File: src/rtl/alu_nibble_sequencer_if.sv
// Nibble-wide link between alu_nibble_sequencer (master) and an external
// 74181-style slice (slave). Operands flow out and results flow back.
interface alu_nibble_sequencer_if;
  logic [3:0] slice_a;
  logic [3:0] slice_b;
  logic [3:0] slice_s;
  logic       slice_m;
  logic       slice_ci_n;
  logic [3:0] slice_y;
  logic       slice_co_n;
  logic       slice_p;
  logic       slice_q;
  logic       slice_aeqb;

  modport master (
    output slice_a, slice_b, slice_s, slice_m, slice_ci_n,
    input  slice_y, slice_co_n, slice_p, slice_q, slice_aeqb
  );

  modport slave (
    input  slice_a, slice_b, slice_s, slice_m, slice_ci_n,
    output slice_y, slice_co_n, slice_p, slice_q, slice_aeqb
  );
endinterface

File: src/rtl/alu_nibble_sequencer.sv
// Runs one W-bit ALU operation through a single 4-bit 74181-style slice, LSB nibble first.
// Optional macro ALU_ZERO_FLAG_EN adds a registered zero-result flag output.
module alu_nibble_sequencer #(
  parameter int NIBBLES = 4
) (
  input  logic                   clk,
  input  logic                   rst_n,
  input  logic                   start,
  input  logic [4*NIBBLES-1:0]   a,
  input  logic [4*NIBBLES-1:0]   b,
  input  logic [3:0]             s,
  input  logic                   m,
  input  logic                   ci_n,
  output logic                   busy,
  output logic                   done,
  output logic [4*NIBBLES-1:0]   y,
  output logic                   co_n,
  output logic                   aeqb,
  output logic                   p_n,
  output logic                   g_n,
`ifdef ALU_ZERO_FLAG_EN
  output logic                   zero,
`endif
  alu_nibble_sequencer_if.master slice
);

  localparam int W  = 4 * NIBBLES;
  localparam int KW = (NIBBLES > 1) ? $clog2(NIBBLES) : 1;
  localparam logic [KW-1:0] K_LAST = KW'(NIBBLES - 1);

  typedef enum logic [1:0] {
    ST_IDLE = 2'd0,
    ST_RUN  = 2'd1,
    ST_DONE = 2'd2
  } state_t;

  state_t        state_r;
  state_t        state_s;
  logic [KW-1:0] k_r;
  logic [W-1:0]  a_sh_r;
  logic [W-1:0]  b_sh_r;
  logic [W-1:0]  y_r;
  logic [3:0]    s_r;
  logic          m_r;
  logic          cr_r;
  logic          aeqb_acc_r;
  logic          p_acc_r;
  logic          g_acc_r;
  logic          busy_r;
  logic          done_r;
  logic          co_n_r;
  logic          aeqb_r;
  logic          p_n_r;
  logic          g_n_r;
`ifdef ALU_ZERO_FLAG_EN
  logic          z_acc_r;
  logic          zero_r;
`endif

  // FSM state register
  always_ff @(posedge clk or negedge rst_n) begin
    if (!rst_n) begin
      state_r <= ST_IDLE;
    end else begin
      state_r <= state_s;
    end
  end

  // Next-state decode
  always_comb begin
    state_s = state_r;
    case (state_r)
      ST_IDLE: begin
        if (start) begin
          state_s = ST_RUN;
        end else begin
          state_s = ST_IDLE;
        end
      end
      ST_RUN: begin
        if (k_r == K_LAST) begin
          state_s = ST_DONE;
        end else begin
          state_s = ST_RUN;
        end
      end
      ST_DONE: state_s = ST_IDLE;
      default: state_s = ST_IDLE;
    endcase
  end

  // Operand capture, nibble stepping, result assembly and status accumulation
  always_ff @(posedge clk or negedge rst_n) begin
    if (!rst_n) begin
      k_r        <= '0;
      a_sh_r     <= '0;
      b_sh_r     <= '0;
      y_r        <= '0;
      s_r        <= 4'h0;
      m_r        <= 1'b0;
      cr_r       <= 1'b1;
      aeqb_acc_r <= 1'b1;
      p_acc_r    <= 1'b0;
      g_acc_r    <= 1'b1;
      busy_r     <= 1'b0;
      done_r     <= 1'b0;
      co_n_r     <= 1'b1;
      aeqb_r     <= 1'b0;
      p_n_r      <= 1'b1;
      g_n_r      <= 1'b1;
`ifdef ALU_ZERO_FLAG_EN
      z_acc_r    <= 1'b1;
      zero_r     <= 1'b0;
`endif
    end else begin
      case (state_r)
        ST_IDLE: begin
          done_r <= 1'b0;
          if (start) begin
            a_sh_r     <= a;
            b_sh_r     <= b;
            s_r        <= s;
            m_r        <= m;
            cr_r       <= ci_n;
            k_r        <= '0;
            aeqb_acc_r <= 1'b1;
            p_acc_r    <= 1'b0;
            g_acc_r    <= 1'b1;
            busy_r     <= 1'b1;
`ifdef ALU_ZERO_FLAG_EN
            z_acc_r    <= 1'b1;
`endif
          end
        end
        ST_RUN: begin
          // Operands shift down so the presented nibble always sits in bits [3:0]
          y_r[{k_r, 2'b00} +: 4] <= slice.slice_y;
          a_sh_r     <= a_sh_r >> 4;
          b_sh_r     <= b_sh_r >> 4;
          cr_r       <= slice.slice_co_n;
          aeqb_acc_r <= aeqb_acc_r & slice.slice_aeqb;
          p_acc_r    <= p_acc_r | slice.slice_p;
          g_acc_r    <= slice.slice_q & (slice.slice_p | g_acc_r);
          k_r        <= (k_r == K_LAST) ? '0 : k_r + 1'b1;
`ifdef ALU_ZERO_FLAG_EN
          z_acc_r    <= z_acc_r & (slice.slice_y == 4'h0);
`endif
        end
        ST_DONE: begin
          done_r <= 1'b1;
          busy_r <= 1'b0;
          co_n_r <= cr_r;
          aeqb_r <= aeqb_acc_r;
          p_n_r  <= p_acc_r;
          g_n_r  <= g_acc_r;
`ifdef ALU_ZERO_FLAG_EN
          zero_r <= z_acc_r;
`endif
        end
        default: begin
          done_r <= 1'b0;
          busy_r <= 1'b0;
        end
      endcase
    end
  end

  assign busy             = busy_r;
  assign done             = done_r;
  assign y                = y_r;
  assign co_n             = co_n_r;
  assign aeqb             = aeqb_r;
  assign p_n              = p_n_r;
  assign g_n              = g_n_r;
`ifdef ALU_ZERO_FLAG_EN
  assign zero             = zero_r;
`endif
  assign slice.slice_a    = a_sh_r[3:0];
  assign slice.slice_b    = b_sh_r[3:0];
  assign slice.slice_s    = s_r;
  assign slice.slice_m    = m_r;
  assign slice.slice_ci_n = cr_r;

endmodule

File: src/flat_wrapper.sv
// flat-port wrapper written by rule: the top's interface ports become plain ports
module alu_nibble_sequencer_flat 
#(
  parameter int NIBBLES = 4
)
  (clk, rst_n, start, a, b, s, m, ci_n, busy, done, y, co_n, aeqb, p_n, g_n, slice_slice_a, slice_slice_b, slice_slice_s, slice_slice_m, slice_slice_ci_n, slice_slice_y, slice_slice_co_n, slice_slice_p, slice_slice_q, slice_slice_aeqb);
  alu_nibble_sequencer_if slice_i ();
  input  logic clk;
  input  logic rst_n;
  input  logic start;
  input  logic [4*NIBBLES-1:0] a;
  input  logic [4*NIBBLES-1:0] b;
  input  logic [3:0] s;
  input  logic m;
  input  logic ci_n;
  output logic busy;
  output logic done;
  output logic [4*NIBBLES-1:0] y;
  output logic co_n;
  output logic aeqb;
  output logic p_n;
  output logic g_n;
  output wire logic [$bits(slice_i.slice_a)-1:0] slice_slice_a;
  output wire logic [$bits(slice_i.slice_b)-1:0] slice_slice_b;
  output wire logic [$bits(slice_i.slice_s)-1:0] slice_slice_s;
  output wire logic [$bits(slice_i.slice_m)-1:0] slice_slice_m;
  output wire logic [$bits(slice_i.slice_ci_n)-1:0] slice_slice_ci_n;
  input wire logic [$bits(slice_i.slice_y)-1:0] slice_slice_y;
  input wire logic [$bits(slice_i.slice_co_n)-1:0] slice_slice_co_n;
  input wire logic [$bits(slice_i.slice_p)-1:0] slice_slice_p;
  input wire logic [$bits(slice_i.slice_q)-1:0] slice_slice_q;
  input wire logic [$bits(slice_i.slice_aeqb)-1:0] slice_slice_aeqb;
  assign slice_slice_a = slice_i.slice_a;
  assign slice_slice_b = slice_i.slice_b;
  assign slice_slice_s = slice_i.slice_s;
  assign slice_slice_m = slice_i.slice_m;
  assign slice_slice_ci_n = slice_i.slice_ci_n;
  assign slice_i.slice_y = slice_slice_y;
  assign slice_i.slice_co_n = slice_slice_co_n;
  assign slice_i.slice_p = slice_slice_p;
  assign slice_i.slice_q = slice_slice_q;
  assign slice_i.slice_aeqb = slice_slice_aeqb;
  alu_nibble_sequencer #(.NIBBLES(NIBBLES)) u_core (.clk(clk), .rst_n(rst_n), .start(start), .a(a), .b(b), .s(s), .m(m), .ci_n(ci_n), .busy(busy), .done(done), .y(y), .co_n(co_n), .aeqb(aeqb), .p_n(p_n), .g_n(g_n), .slice(slice_i));
endmodule
File: config.mk
export PLATFORM = sky130hd
export DESIGN_NAME = alu_nibble_sequencer_flat
export DESIGN_NICKNAME = d
export VERILOG_FILES = /design/src/rtl/alu_nibble_sequencer_if.sv /design/src/rtl/alu_nibble_sequencer.sv /design/src/flat_wrapper.sv
export SDC_FILE = /design/constraint.sdc
export NUM_CORES = 1
export LEC_CHECK = 0
export BUFFER_PORTS_ARGS = -buffer_cell sky130_fd_sc_hd__buf_2
export CAP_MARGIN = 15
export CORE_UTILIZATION = 48
export DETAILED_ROUTE_END_ITERATION = 6
export PLACE_DENSITY = 0.73
export SYNTH_ARGS = -nofsm -noshare
export SYNTH_HDL_FRONTEND = slang
export SYNTH_SLANG_ARGS = --single-unit
export TNS_END_PERCENT = 50
File: constraint.sdc
create_clock -name clk -period 2.5 [get_ports clk]
set_input_delay 0.375 -clock clk [delete_from_list [all_inputs] [get_ports clk]]
set_output_delay 0.375 -clock clk [all_outputs]
set_load 0.005 [all_outputs]
# After elaboration in Yosys (flattened, before gate mapping)
# Index checks and enable logic that the tools add are counted.
[word_totals] regBits=67 in_bits=49 out_inout_bits=36 wordCells=55
[op_classes] n_addsub=2 n_eq_ne=4 shifts=2 n_mux=20 bitwise_logic=5 n_reduce_logical=5
[ops] op="$pmux 16 s2" count=2
[ops] op="$mux 16" count=2
[ops] op="$bwmux 16" count=1
[ops] op="$shift 4x6->16 const A" count=1
[ops] op="$shiftx 4x6->16" count=1
[ops] op="$pmux 1 s2" count=6
[ops] op="$pmux 2 s2" count=2
[ops] op="$mux 2" count=3
[ops] op="$neg 4->6" count=1
[ops] op="$reduce_and 2->1" count=3
[ops] op="$eq 2x2->1 const B" count=2
[ops] op="$mux 1" count=4
[ops] op="$add 2x1->2 const B" count=1
[ops] op="$and 1x1->1" count=2
[ops] op="$eq 2x1->1 const B" count=1
[ops] op="$logic_not 2->1" count=1
[ops] op="$ne 2x2->1 const B" count=1
[ops] op="$or 1x1->1" count=2
[ops] op="$reduce_bool 2->1" count=1
[ops] op="$not 1->1" count=1

# Logic depth before layout (Yosys ltp)
[depth] word_depth=3 ltp_mapped=5 mapped_depth_nobuf=4

# Least setup slack after synthesis
# OpenSTA, ideal clock, no wires.
[synth_timing] path_kind="flip-flop to flip-flop" from="reg u_core.k_r[0]" to="reg u_core.y_r[10], in the netlist u_core.y[10]" setup_time_ns=0.095 t_arrival_ns=1.685 required_ns=2.405 setup_slack_ns=0.719 path_stages_with_launch=5 n_path_buf=0 synth_period_minus_slack_ns=1.781 cell_sequence="dfrtp_1 inv_1 ha_1 or4b_4 o32ai_2"
[synth_between] elab_chain_cells=3 elab_cells_between_ends=4 cone_classes="1 x add/sub; 2 x shift; 1 x mux"
[synth_lines] element="start, declared" line_no="alu_nibble_sequencer.sv:39" text="logic [KW-1:0] k_r;"
[synth_lines] element="start signal, assigned" line_no="alu_nibble_sequencer.sv:144" text="k_r <= (k_r == K_LAST) ? '0 : k_r + 1'b1;"
[synth_lines] element="$neg 4->6 *" line_no="alu_nibble_sequencer.sv:137" text="y_r[{k_r, 2'b00} +: 4] <= slice.slice_y;"
[synth_lines] element="$shiftx 4x6->16 or $shift 4x6->16 (tied branches)" line_no="alu_nibble_sequencer.sv:137"
[synth_lines] element="$bwmux 16 *" line_no="alu_nibble_sequencer.sv:137"
[synth_lines] element="end signal, assigned by index" line_no="alu_nibble_sequencer.sv:137"
[synth_lines] element="end, declared" line_no="alu_nibble_sequencer.sv:42" text="logic [W-1:0] y_r;"
# Every way passes the cells marked *; elsewhere a longest branch is shown, timed or not.
# A chain may end at the register's enable or synchronous reset.

# Worst setup path in the final report
[layout_timing] from="reg u_core.k_r[0]" to="reg u_core.y_r[9], in the netlist u_core.y[9]"
# Same word-level chain as after synthesis.

==> results.yml <==
worst_setup_path:
  cp_top_family: "flip-flops"
  cp_slowest_cell: "dfrtp_1"
  path_max_fanout: 11
  crit_path_start: "u_core.k_r[0]$_DFFE_PN0P_"
  slowest_delay_ps: 540
  path_buf_inv: 1
  cp-end-kind: "flop"
  rr_startpoint: "u_core.k_r[0]$_DFFE_PN0P_"
  critPathArrivalTime_ps: 2280
  cp_cell_sequence: "inv_1 -> ha_1 -> or4b_4 -> o32ai_2"
  start_kind: "flop"
  required_ps: 2750
  worst-setup-path-type: "flop to flop"
sta:
  worst_pin_slew_ps: 827
  fin_setup_tns_ps: 0
  fin_crit_ps: 2030
  skew_ps: 12.4
  max_slew_margin: 0.448
  finalSetupViolCount: 0
  rsz0062_at_grt: "no"
  period_share: 0.813
  hold_viol_final: 0
  max_freq_mhz: 492
  slew_viol_final: 0
  hold_ws_ps: 64.7
outcome:
  status: "finished clean"
floorplan:
  start_util: 0.509
  die_area_mm2: 0.00727
  rows: 29
  die_height_um: 85.2
  core_mm2: 0.00653
  io_pins: 85
  die_w_um: 85.2
route:
  drt_iter0_markers: 112
  vias_per_cell: 5.89
  final_antenna_net_count: 0
  totalWireLength_um: 7330
  dr.pass1.iters: 4
  drc_errors: 0
  wl_per_cell_um: 17.5
  vias: 2464
yosys:
  syn_area_per_cell_um2: 12.7
  yosys.area.top_type: "dfrtp_1"
  ys_ff_latch: 67
  synthArstFlopShare: 1.00
  synthCells: 261
  ys_top_cells_by_area: "dfrtp_1 (46%), o221a_2 (8.5%), or4b_1 (7.5%)"
  synth_top_area_share: 0.459
  syn_nets: 316
  syn_area_mm2: 0.00333
  ys_seq_area_frac: 0.506
  yosys_warnings: 0
  synthFlopType: "dfrtp_1"
  synth_edf_count: 0
  ys_types: 37
clock_tree:
  clockBufferDepth: 2
  clkTransAtPathRegs_ps: 70
  cts_buffers: 9
  postCtsSetupRepairBufs: 0
  cts_hold_buf: 0
  insertion_delay_ps: 350
  cts_sinks: 67
  htree_levels: 3
  cts-root-buf: "clkbuf_8"
  tritoncts: "yes"
  cts_resized: 0
final_layout:
  multi_input_area_mm2: 0.00133
  seqCellArea_mm2: 0.00168
  syn_to_final_growth_pct: 17.9
  nFillCells: 545
  fin_nets: 391
  drive_gt1_frac: 0.431
  diodes: 0
  stdcell_area_mm2: 0.00392
placement:
  place_congestion: 0.750
  place_hpwl_um: 4960
  numPortBuffers: 84
  postPlaceCellArea_mm2: 0.00372
grt:
  grt_pass1_vias: 2375
  grt_max_degree: 36
  antenna_found_initial: 0
  grt_first_pass_wirelength_um: 12200
  grt.total_usage: 0.219
  grt_overflow: 0
pwr:
  vdd_drop_max_uv: 550
  cellLeakagePower_nw: 1.80
  power_mw: 4.81
  p_per_area_mw_per_mm2: 1230
job:
  max_cap_viol_count: 0
hold_path:
  holdCritPathClass: "input pin to asynchronous set/reset pin"
==> power by group <==
| group | switching (mW) | internal, mW | total, mW |
|---|---|---|---|
| Combinational | 0.945 | 1.02 | 1.96 |
| Sequential | 0.347 | 1.61 | 1.96 |
| Clock | 0.399 | 0.495 | 0.894 |
| Total | 1.69 | 3.12 | 4.81 |
==> layer usage <==
layer / part of all wire / track usage / vias to the layer above
met5: 0 / 0 / -
met1: 0.47 / 0.304 / 1246
met4: 0.017 / 0.0924 / 0
li1: - / - / 1139
met2: 0.47 / 0.337 / 67
met3: 0.041 / 0.0428 / 12
==> logic make-up after synthesis <==
logic type	after synthesis	synth area share
AOI/OAI and AO/OA	57	0.171
muxes	11	0.0372
DFF	67	0.506
buffers and inverters	55	0.0926
and+or+nand+nor	65	0.170
adders and majority gates	6	0.0226
==> layout by cell type, fill, tap and decap left out, types with 2 or more instances in the layout <==
| cell | instances |
|---|---|
| a32o_1 | 3 |
| o22ai_1 | 2 |
| ha_1 | 6 |
| buf_2 | 84 |
| or3b_1 | 2 |
| clkbuf_8 | 14 |
| or4b_1 | 25 |
| dfrtp_1 | 61 |
| and3b_1 | 3 |
| nand4bb_1 | 9 |
| nand2b_1 | 3 |
| o31ai_1 | 9 |
| buf_4 | 10 |
| a21oi_1 | 2 |
| nand3b_1 | 3 |
| mux2_1 | 11 |
| o32ai_1 | 7 |
| dfstp_2 | 6 |
| nand2_1 | 11 |
| o32ai_2 | 4 |
| o221a_2 | 25 |
| inv_1 | 24 |
==> registers in the layout, indices dropped and copies added (netlist names), 2 cells and up <==
| signal | cells |
|---|---|
| u_core.slice.slice_s | 4 |
| u_core.a_sh_r | 16 |
| u_core.b_sh_r | 16 |
| u_core.y | 16 |
| u_core.k_r | 2 |
| u_core.state_r | 2 |
==> worst register-to-register path, delay by kind of cell, from the launching register on <==
family	cells	cell delay, ps
fa+ha+maj	1	420
compound gates	1	280
flops	1	540
buf+inv	1	160
simple gates	1	540
==> final timing paths <==
kind                                                        to  slack, ps  cells after the start
max                                    u_core.y[9]$_DFFE_PN0P_        470                      4
min                              u_core.a_sh_r[10]$_DFFE_PN0P_         60                      2
max reg2reg                            u_core.y[9]$_DFFE_PN0P_        470                      4
min reg2reg                u_core.slice.slice_s[0]$_DFFE_PN0P_        480                      1
max in group asynchronous  u_core.slice.slice_s[0]$_DFFE_PN0P_       2100                      2
min in group clk           u_core.slice.slice_s[3]$_DFFE_PN0P_        250                      2
==> synth_stat cells, types with 3 or more instances <==
library cell  count
o221a_2          25
or4b_1           25
dfrtp_1          61
mux2_1           11
buf_4             8
dfstp_2           6
nand2b_1          3
nand3b_1          3
inv_1            24
nand4bb_1         9
nand2_1          11
a32o_1            3
o31ai_1           9
o32ai_1           7
buf_2            15
ha_1              6
o32ai_2           4
and3b_1           3
buf_6             7
==> area by class of cell <==
type / instances / area share
tap: 77 / 0.0246
multi-input combinational: 139 / 0.340
clock buffer: 15 / 0.0501
timing repair buffer: 95 / 0.131
sequential: 67 / 0.429
clock inverter: 1 / 0.00128
inverter: 24 / 0.0230
==> stage by stage <==
stage          cells  utilization  setup WS [ps]
4_1_cts          418        0.600            470
3_3_place_gp     402        0.570            619
5_1_grt          418        0.600            367
6_report         418        0.600            468
2_1_floorplan    261            -            719
3_5_place_dp     402        0.570            490
No activity file was read; power rests on OpenSTA's default activity.
